===== config.mk =====
export PLATFORM = sky130hd
export DESIGN_NAME = conv1d_access_scheduler
export DESIGN_NICKNAME = d
export VERILOG_FILES = /design/src/rtl/conv1d_pkg.sv /design/src/rtl/conv1d_access_scheduler.sv
export SDC_FILE = /design/constraint.sdc
export NUM_CORES = 1
export LEC_CHECK = 0
export CAP_MARGIN = 20
export CORE_UTILIZATION = 50
export DETAILED_ROUTE_END_ITERATION = 12
export GPL_TIMING_DRIVEN = 0
export HOLD_SLACK_MARGIN = 0.05
export PLACE_DENSITY = 0.74
export SYNTH_ARGS = -nofsm -noshare
export SYNTH_HDL_FRONTEND = slang
export SYNTH_SLANG_ARGS = --single-unit

===== constraint.sdc =====
create_clock -name clk -period 2.6 [get_ports clk]
set_input_delay 0.52 -clock clk [delete_from_list [all_inputs] [get_ports clk]]
set_output_delay 0.52 -clock clk [all_outputs]
set_load 0.01 [all_outputs]

===== src/rtl/conv1d_pkg.sv =====
// Shared Conv1D definitions: scheduler state encoding, L0 status codes,
// the scheduler's registered output bundle and a counter-width helper
// used by the Conv1D blocks.
package conv1d_pkg;

  typedef enum logic [3:0] {
    ST_IDLE,
    ST_LD_W,
    ST_LD_IN,
    ST_LD_OUT,
    ST_L0_FILL,
    ST_COMPUTE,
    ST_L0_WB,
    ST_WR_OUT,
    ST_DONE
  } sched_state_t;

  localparam logic [1:0] L0_ST_IDLE   = 2'b00;
  localparam logic [1:0] L0_ST_ACTIVE = 2'b01;

  // Every scheduler output except tile_idx, grouped so that the whole set
  // can be decoded in one place and registered in one flop bank.
  typedef struct packed {
    logic       busy;
    logic       done;
    logic       mem_w_rst;
    logic       mem_i_rst;
    logic       mem_o_rst;
    logic       l0_w_rst;
    logic       l0_i_rst;
    logic       l0_o_rst;
    logic [1:0] l0_w_st;
    logic [1:0] l0_i_st;
    logic [1:0] l0_o_st;
    logic       l0_ready;
    logic       w_load;
    logic       i_load;
    logic       o_load;
    logic       o_write;
  } sched_out_t;

  // Bits needed to hold any value in 0..max_value (never less than one).
  function automatic int count_width(input int max_value);
    return (max_value < 1) ? 1 : $clog2(max_value + 1);
  endfunction

  // Larger of two integers, used to size shared counters.
  function automatic int max_int(input int a, input int b);
    return (a > b) ? a : b;
  endfunction

  // Output pattern while parked: every index held in reset, nothing active.
  function automatic sched_out_t idle_outputs();
    sched_out_t o;
    o           = '0;
    o.mem_w_rst = 1'b1;
    o.mem_i_rst = 1'b1;
    o.mem_o_rst = 1'b1;
    o.l0_w_rst  = 1'b1;
    o.l0_i_rst  = 1'b1;
    o.l0_o_rst  = 1'b1;
    return o;
  endfunction

endpackage


===== src/rtl/conv1d_access_scheduler.sv =====
// Conv1D job sequencer: walks Mem_Access_Index_Setting through file load,
// tiled L0 fill / compute / writeback and output dump, with a start/done
// handshake. Optional output preload phase (LD_OUT) is enabled by defining
// CONV1D_OUT_PRELOAD_EN; without it LD_IN goes straight to L0_FILL.
// All outputs are registered decodes of the next (state, cnt, tile) so they
// line up with the state they describe.
module conv1d_access_scheduler
  import conv1d_pkg::*;
#(
  parameter int Weight_Nums    = 4,
  parameter int Input_Nums     = 11,
  parameter int Output_Nums    = 8,
  parameter int L0_Weight_Nums = 2,
  parameter int L0_Output_Nums = 8
) (
  input  logic clk,
  input  logic rst,
  input  logic start,
  input  logic abort,
  output logic busy,
  output logic done,
  output logic Mem_Weight_Index_Reset,
  output logic Mem_Input_Index_Reset,
  output logic Mem_Output_Index_Reset,
  output logic L0_Weight_Index_Reset,
  output logic L0_Input_Index_Reset,
  output logic L0_Output_Index_Reset,
  output logic [1:0] L0_Weight_Status,
  output logic [1:0] L0_Input_Status,
  output logic [1:0] L0_Output_Status,
  output logic L0_Data_Is_Ready,
  output logic Weight_Loading_From_File,
  output logic Input_Loading_From_File,
  output logic Output_Loading_From_File,
  output logic Output_Writing_To_File,
  output logic [$clog2(Weight_Nums/L0_Weight_Nums+1)-1:0] tile_idx
);

  localparam int NUM_TILES = Weight_Nums / L0_Weight_Nums;
  localparam int TILE_W    = $clog2(NUM_TILES + 1);
  localparam int COMPUTE_N = L0_Output_Nums * L0_Weight_Nums;
  localparam int MAX_N     = max_int(max_int(Weight_Nums, Input_Nums),
                                     max_int(Output_Nums, COMPUTE_N));
  localparam int CNT_W     = count_width(MAX_N);

  localparam logic [TILE_W-1:0] LAST_TILE = TILE_W'(NUM_TILES - 1);

  sched_state_t      state_q, state_d;
  logic [CNT_W-1:0]  cnt_q, cnt_d;
  logic [TILE_W-1:0] tile_q, tile_d;
  sched_out_t        out_q, out_d;
  logic              phase_last;
  logic              entry_d;

  // Final cycle index N of each working phase; a phase spans cnt 0..N.
  function automatic logic [CNT_W-1:0] phase_len(input sched_state_t s);
    case (s)
      ST_LD_W:    return CNT_W'(Weight_Nums);
      ST_LD_IN:   return CNT_W'(Input_Nums);
      ST_LD_OUT:  return CNT_W'(Output_Nums);
      ST_L0_FILL: return CNT_W'(L0_Weight_Nums);
      ST_COMPUTE: return CNT_W'(COMPUTE_N);
      ST_L0_WB:   return CNT_W'(L0_Output_Nums);
      ST_WR_OUT:  return CNT_W'(Output_Nums);
      default:    return '0;
    endcase
  endfunction

  assign phase_last = (cnt_q == phase_len(state_q));
  assign entry_d    = (cnt_d == '0);

  // Next state, phase counter and tile counter; abort overrides every
  // transition once a job is running, and IDLE always parks the counters.
  always_comb begin
    state_d = state_q;
    cnt_d   = cnt_q + 1'b1;
    tile_d  = tile_q;
    case (state_q)
      ST_IDLE: begin
        if (start) state_d = ST_LD_W;
      end
      ST_LD_W: begin
        if (phase_last) state_d = ST_LD_IN;
      end
      ST_LD_IN: begin
        if (phase_last) begin
`ifdef CONV1D_OUT_PRELOAD_EN
          state_d = ST_LD_OUT;
`else
          state_d = ST_L0_FILL;
`endif
        end
      end
`ifdef CONV1D_OUT_PRELOAD_EN
      ST_LD_OUT: begin
        if (phase_last) state_d = ST_L0_FILL;
      end
`endif
      ST_L0_FILL: begin
        if (phase_last) state_d = ST_COMPUTE;
      end
      ST_COMPUTE: begin
        if (phase_last) state_d = ST_L0_WB;
      end
      ST_L0_WB: begin
        if (phase_last) begin
          if (tile_q < LAST_TILE) begin
            tile_d  = tile_q + 1'b1;
            state_d = ST_L0_FILL;
          end else begin
            state_d = ST_WR_OUT;
          end
        end
      end
      ST_WR_OUT: begin
        if (phase_last) state_d = ST_DONE;
      end
      ST_DONE: begin
        state_d = ST_IDLE;
      end
      default: begin
        state_d = ST_IDLE;
      end
    endcase
    if ((state_q != ST_IDLE) && abort) state_d = ST_IDLE;
    if (state_d != state_q) cnt_d = '0;
    if (state_d == ST_IDLE) begin
      cnt_d  = '0;
      tile_d = '0;
    end
  end

  // Moore decode of the upcoming (state, cnt, tile): entry cycle pulses the
  // phase's index resets, the remaining cycles raise its flag or status.
  always_comb begin
    out_d = '0;
    case (state_d)
      ST_IDLE: begin
        out_d = idle_outputs();
      end
      ST_LD_W: begin
        out_d.mem_w_rst = entry_d;
        out_d.w_load    = !entry_d;
      end
      ST_LD_IN: begin
        out_d.mem_i_rst = entry_d;
        out_d.i_load    = !entry_d;
      end
`ifdef CONV1D_OUT_PRELOAD_EN
      ST_LD_OUT: begin
        out_d.mem_o_rst = entry_d;
        out_d.o_load    = !entry_d;
      end
`endif
      ST_L0_FILL: begin
        if (entry_d && (tile_d == '0)) begin
          out_d.mem_w_rst = 1'b1;
          out_d.mem_i_rst = 1'b1;
          out_d.mem_o_rst = 1'b1;
        end
        out_d.l0_w_st = entry_d ? L0_ST_IDLE : L0_ST_ACTIVE;
        out_d.l0_i_st = entry_d ? L0_ST_IDLE : L0_ST_ACTIVE;
      end
      ST_COMPUTE: begin
        out_d.l0_w_rst = entry_d;
        out_d.l0_i_rst = entry_d;
        out_d.l0_o_rst = entry_d;
        out_d.l0_ready = !entry_d;
      end
      ST_L0_WB: begin
        out_d.l0_o_st = entry_d ? L0_ST_IDLE : L0_ST_ACTIVE;
      end
      ST_WR_OUT: begin
        out_d.mem_o_rst = entry_d;
        out_d.o_write   = !entry_d;
      end
      ST_DONE: begin
        out_d.done = 1'b1;
      end
      default: begin
        out_d = idle_outputs();
      end
    endcase
    out_d.busy = (state_d != ST_IDLE);
  end

  // State, counters and the registered output bank; reset parks in IDLE.
  always_ff @(posedge clk or posedge rst) begin
    if (rst) begin
      state_q <= ST_IDLE;
      cnt_q   <= '0;
      tile_q  <= '0;
      out_q   <= idle_outputs();
    end else begin
      state_q <= state_d;
      cnt_q   <= cnt_d;
      tile_q  <= tile_d;
      out_q   <= out_d;
    end
  end

  assign busy                     = out_q.busy;
  assign done                     = out_q.done;
  assign Mem_Weight_Index_Reset   = out_q.mem_w_rst;
  assign Mem_Input_Index_Reset    = out_q.mem_i_rst;
  assign Mem_Output_Index_Reset   = out_q.mem_o_rst;
  assign L0_Weight_Index_Reset    = out_q.l0_w_rst;
  assign L0_Input_Index_Reset     = out_q.l0_i_rst;
  assign L0_Output_Index_Reset    = out_q.l0_o_rst;
  assign L0_Weight_Status         = out_q.l0_w_st;
  assign L0_Input_Status          = out_q.l0_i_st;
  assign L0_Output_Status         = out_q.l0_o_st;
  assign L0_Data_Is_Ready         = out_q.l0_ready;
  assign Weight_Loading_From_File = out_q.w_load;
  assign Input_Loading_From_File  = out_q.i_load;
  assign Output_Loading_From_File = out_q.o_load;
  assign Output_Writing_To_File   = out_q.o_write;
  assign tile_idx                 = tile_q;

endmodule

Yosys cells after proc, flatten, opt, wreduce, memory -nomap -nowiden
Cells that the tools add are included.
- register bits after elaboration: 29
- output and inout bits: 21
- input port bits: 4
- multiplexer cells: 30
- $lt $le $gt $ge: 1
- reduce and logical (&&, ||, !) cells: 14
- add/sub/neg operators: 2
- eq/ne operators: 16
- operator list (operator ; number):
    4-bit by 3-bit == test with 1-bit output, second input constant ; 8
    4-bit 2-to-1 mux ; 8
    4-bit case mux with 7 select lines ; 1
    5-bit case mux with 5 select lines ; 1
    5-bit OR reduction ; 3
    4-bit by 2-bit == test with 1-bit output, second input constant ; 3
    2-bit 2-to-1 mux ; 5
    5-bit 2-to-1 mux ; 2
    1-bit case mux with 3 select lines ; 3
    4-bit by 1-bit == test with 1-bit output, second input constant ; 2
    4-bit logical NOT ; 2
    4-bit nonzero test ; 2
    1-bit 2-to-1 mux ; 7
    3-bit 2-to-1 mux ; 2
    3-bit case mux with 2 select lines ; 1
    6-bit OR reduction ; 1
    5-bit by 1-bit adder with 5-bit output, second input constant ; 1
    5-bit == test ; 1
    5-bit logical NOT ; 1
    4-bit == test, second input constant ; 1
    4-bit inequality test ; 1
    3-bit OR reduction ; 1
    2-bit by 1-bit adder with 2-bit output, second input constant ; 1
    1-bit logical AND ; 2
    other kinds (3) ; 3

Longest topological paths before layout
- depth after elaboration: 14
- gate-level depth with buffers: 10
- gate-level depth less buffers: 8

Worst setup path before layout
No wires, ideal clock.
- path type: reg-to-reg
- from: reg state_q[1]
- to: reg tile_q[1], in the netlist tile_idx[1]
- required time: 2.465 ns
- path buffers: 1
- clock period less this slack: 2.168 ns
- stages on the path, launching flop included: 10
- setup time: 0.135 ns
- path slack: 0.432 ns
- data arrival time: 2.033 ns
- cells stage by stage: dfrtp_1 > buf_6 > nor3b_1 > a211o_1 > a22oi_4 > a21oi_2 > o31ai_2 > inv_2 > nor2_2 > a21oi_1
- longest elaborated chain between the ends: 9
- ends and longest elaborated chain (item ; RTL line ; source):
    from (decl) ; conv1d_access_scheduler.sv:48 ; sched_state_t state_q, state_d;
    from (signal assigned) ; conv1d_access_scheduler.sv:195 ; state_q <= state_d;
    4-bit by 3-bit == test with 1-bit output / 4-bit by 2-bit == test with 1-bit output (equally long branches) ; conv1d_access_scheduler.sv:57, conv1d_access_scheduler.sv:78 ;
    3-bit OR reduction (no line) ; - ;
    5-bit case mux with 5 select lines ; conv1d_access_scheduler.sv:57 ; case (s)
    5-bit == test ; conv1d_access_scheduler.sv:69 ; assign phase_last = (cnt_q == phase_len(state_q));
    4-bit 2-to-1 mux (tied with other cells) ; conv1d_access_scheduler.sv:116 ; if (phase_last) state_d = ST_DONE;
    4-bit case mux with 7 select lines ; conv1d_access_scheduler.sv:78 ; case (state_q)
    4-bit 2-to-1 mux * ; conv1d_access_scheduler.sv:125 ; if ((state_q != ST_IDLE) && abort) state_d = ST_IDLE;
    via state_d[0] ; conv1d_access_scheduler.sv:48 ;
    4-bit logical NOT * ; conv1d_access_scheduler.sv:127 ; if (state_d == ST_IDLE) begin
    2-bit 2-to-1 mux * ; conv1d_access_scheduler.sv:127 ;
    via tile_d[1] ; conv1d_access_scheduler.sv:50 ; logic [TILE_W-1:0] tile_q, tile_d;
    to (signal assigned) ; conv1d_access_scheduler.sv:197 ; tile_q <= tile_d;
    to (decl) ; conv1d_access_scheduler.sv:50 ;
Mark *: on every way through the listed nets, which the timed path passes. The rest lies on a longest branch.

Worst setup path after layout
- from: reg state_q[0]
- to: reg tile_q[0], in the netlist tile_idx[0]
Same word-level chain as after synthesis.

==> impl_metrics.tcl <==
set metrics [dict create \
    placed_cells 210 \
    slew_viol_final 0 \
    synthArstFlopShare_pct 100.0 \
    worst_ep_required_time_ps 2810 \
    synth_area_leaders "dfrtp_1 (31%), dfstp_2 (6.9%), buf_4 (3.4%)" \
    core_area_um2 2829 \
    ys_warn_count 0 \
    numCtsBuffers 3 \
    status "finished, violations left" \
    min_period_ps 2500 \
    vias_per_cell 5.922 \
    violations "DRC" \
    synth.area.mux_share_pct 1.313 \
    synth_compound_area_share_pct 25.92 \
    firstDrtPassIters 8 \
    cts_sinks 23 \
    grt_pass1_vias 1216 \
    synth_largest_area_cell "dfrtp_1" \
    finalWirelength_mm 3.623 \
    holdWs_ps 605.5 \
    synth_area_um2 1525 \
    yosys.area.top_type_share_pct 31.17 \
    yosys.area_share.simple_pct 19.93 \
    io_pins 25 \
    relSlewSlack_pct 43.83 \
    min-delay-start "cnt_q[0]" \
    drv_cap 0 \
    post-route-period-util_pct 96.14 \
    synth-edff-count 0 \
    core.rowCount 19 \
    drtAntennaViolNets 0 \
    end_kind "flop" \
    synth_xor_area_share_pct 2.297 \
    startpoint_type "flop" \
    gp_congestion 0.8524 \
    yosysMostFrequentCell "dfrtp_1" \
    diodes 0 \
    clk_latency_ps 320 \
    total_power_mw 1.874 \
    die_area_um2 3275 \
    synth_flop_cell "dfrtp_1" \
    grt_max_degree 24 \
    place_hpwl_mm 2.638 \
    critPathArrivalTime_ps 2710 \
    ir_drop_mv 0.6227 \
    finalHoldViolations 0 \
    powerDensity_nw_per_um2 1015 \
    area_delta_synth_final_pct 21.08 \
    skew_ps 6.581 \
    layout.cells.non_filler 217 \
    worstPathMaxFanout 10 \
    synth.distinct_cells 57 \
    fin_area_um2 1847 \
    die_w_um 57.23 \
    grt_pass1_wl_mm 5.775 \
    antenna_found_initial 0 \
    wire_per_inst_um 16.70 \
    cts_tree "done" \
    worstHoldPathCells 1 \
    r2r_cells 9 \
    port-buffer-count 20 \
    largest_reg_flops 5 \
    yosysSeqAreaShare_pct 38.06 \
    clockBufferDepth 2 \
    drcViolationCount 4 \
    hold_path_class "reg -> reg" \
    netlist_instances 156 \
    synth_top_family_by_area "compound AO/OA/AOI/OAI gates" \
    top_register "cnt_q" \
    grt_usage_pct 23.31 \
    worstHoldEndpoint "cnt_q[0]" \
    worst_pin_slew_ps 841.6 \
    cts_hold_buf 0 \
    path_class "reg -> reg" \
    initial_utilization_pct 53.91 \
    r2r-end "tile_idx[0]" \
    dr_total_vias 1285 \
    drt_iter0_drc 66 \
    cts-root-buf "clkbuf_4" \
    synth_common_cells "dfrtp_1 (19), nor2_1 (13), inv_1 (11)" \
    fin_nets 194 \
    r2r_start "state_q[0]" \
    cts_max_level 1 \
    placed_area_um2 1775 \
    p_leak_nw 0.7882 \
    ys_ff_latch 23 \
    chipHeight_um 57.23 \
    rsz0062_at_grt "true" \
    synth_fa_ha_area_share_pct 2.461 \
    avgSynthCellArea_um2 9.777 \
    drive_above_1_share_pct 23.66 \
    clkSlewWorstSetupHoldPaths_ps 130 \
    overflow 0 \
    reg2reg_slack_ps 100 \
    fmax_mhz 400.1 \
    setup_viol 0 \
]
==> layout by cell type (no fill, tap or decap), drive strengths merged, types with 2 or more instances in the layout <==
cell,n
a41o,2
clkbuf,4
o21ai,6
o211ai,3
ha,3
nor4,3
nand3b,2
nand2b,6
nor4bb,2
a21oi,6
nand3,4
inv,13
nor2,15
conb,4
a211oi,2
and3,3
dfrtp,19
nor3,5
mux2i,2
nand4,3
dfstp,4
a22oi,3
o21ba,2
nand2,6
nor3b,2
clkdlybuf4s50,20
nor2b,2
buf,15
o31ai,4
xnor2,3
==> what timing repair did <==
| action | CTS | global route |
|---|---|---|
| resized for setup | 0 | 4 |
| buffers inserted | 0 | 3 |
| endpoints found under the setup margin | 0 | 10 |
==> cells by family (layout without fill, tap and decap cells) <==
group / count (synthesis) / after routing
muxes: 2 / 2
and+or+nand+nor: 55 / 55
DFF: 23 / 23
buffers and inverters: 26 / 53
xor gates and xnor gates: 4 / 4
AOI/OAI and AO/OA: 42 / 42
other: 1 / 4
adders and majority gates: 3 / 3
==> stage by stage <==
| stage | utilization [%] | setup TNS, ps | setup WS [ps] |
|---|---|---|---|
| floorplan | - | 0 | 432.2 |
| global placement | 62.76 | 0 | 122.8 |
| detailed placement | 62.76 | 0 | 66.78 |
| CTS | 63.73 | 0 | 40.50 |
| global route | 65.28 | -86.04 | -25.54 |
| finish | 65.28 | 0 | 100.4 |
==> worst max-delay path by stage <==
stage	depth (start not counted)	start	slack [ps]	to
global placement	8	abort	120	Mem_Output_Index_Reset
finish	9	state_q[0]	100	tile_idx[0]
detailed placement	9	state_q[0]	70	tile_idx[0]
global route	8	state_q[0]	-30	L0_Input_Index_Reset
CTS	9	state_q[0]	40	tile_idx[0]
floorplan	9	state_q[1]	430	tile_idx[1]
==> cell type report <==
class | count | area [µm²]
clock buffer | 3 | 22.52
inverter | 13 | 48.80
clock inverter | 1 | 5.005
tap | 31 | 38.79
multi-input combinational | 110 | 828.3
timing repair buffer | 23 | 222.7
sequential | 23 | 580.6
buffer | 13 | 100.1
fill | 256 | 982.2
==> power by group <==
part	leakage [nW]	total (mW)	switching, mW	internal, mW
logic	0.468	1.20	0.691	0.506
clock network	0.0177	0.168	0.110	0.0577
registers	0.303	0.509	0.0530	0.456
total	0.788	1.87	0.854	1.02
==> routing by layer <==
layer  vias up  share of wire, %  track usage [%]
met4         0               1.5            9.059
li1        612                 -                -
met5         -                 0                0
met2        38                51            38.15
met3         7               4.4            5.442
met1       628                43            30.00
==> critical path: stages (launching register included) <==
cell,delay (ps)
dfrtp_1,450
buf_2,210
and2b_2,300
nand4_1,170
a22oi_4,360
a221oi_2,120
o31ai_4,390
inv_2,120
nor2_2,170
a2bb2oi_1,100
No activity file was read; power rests on OpenSTA's default activity.
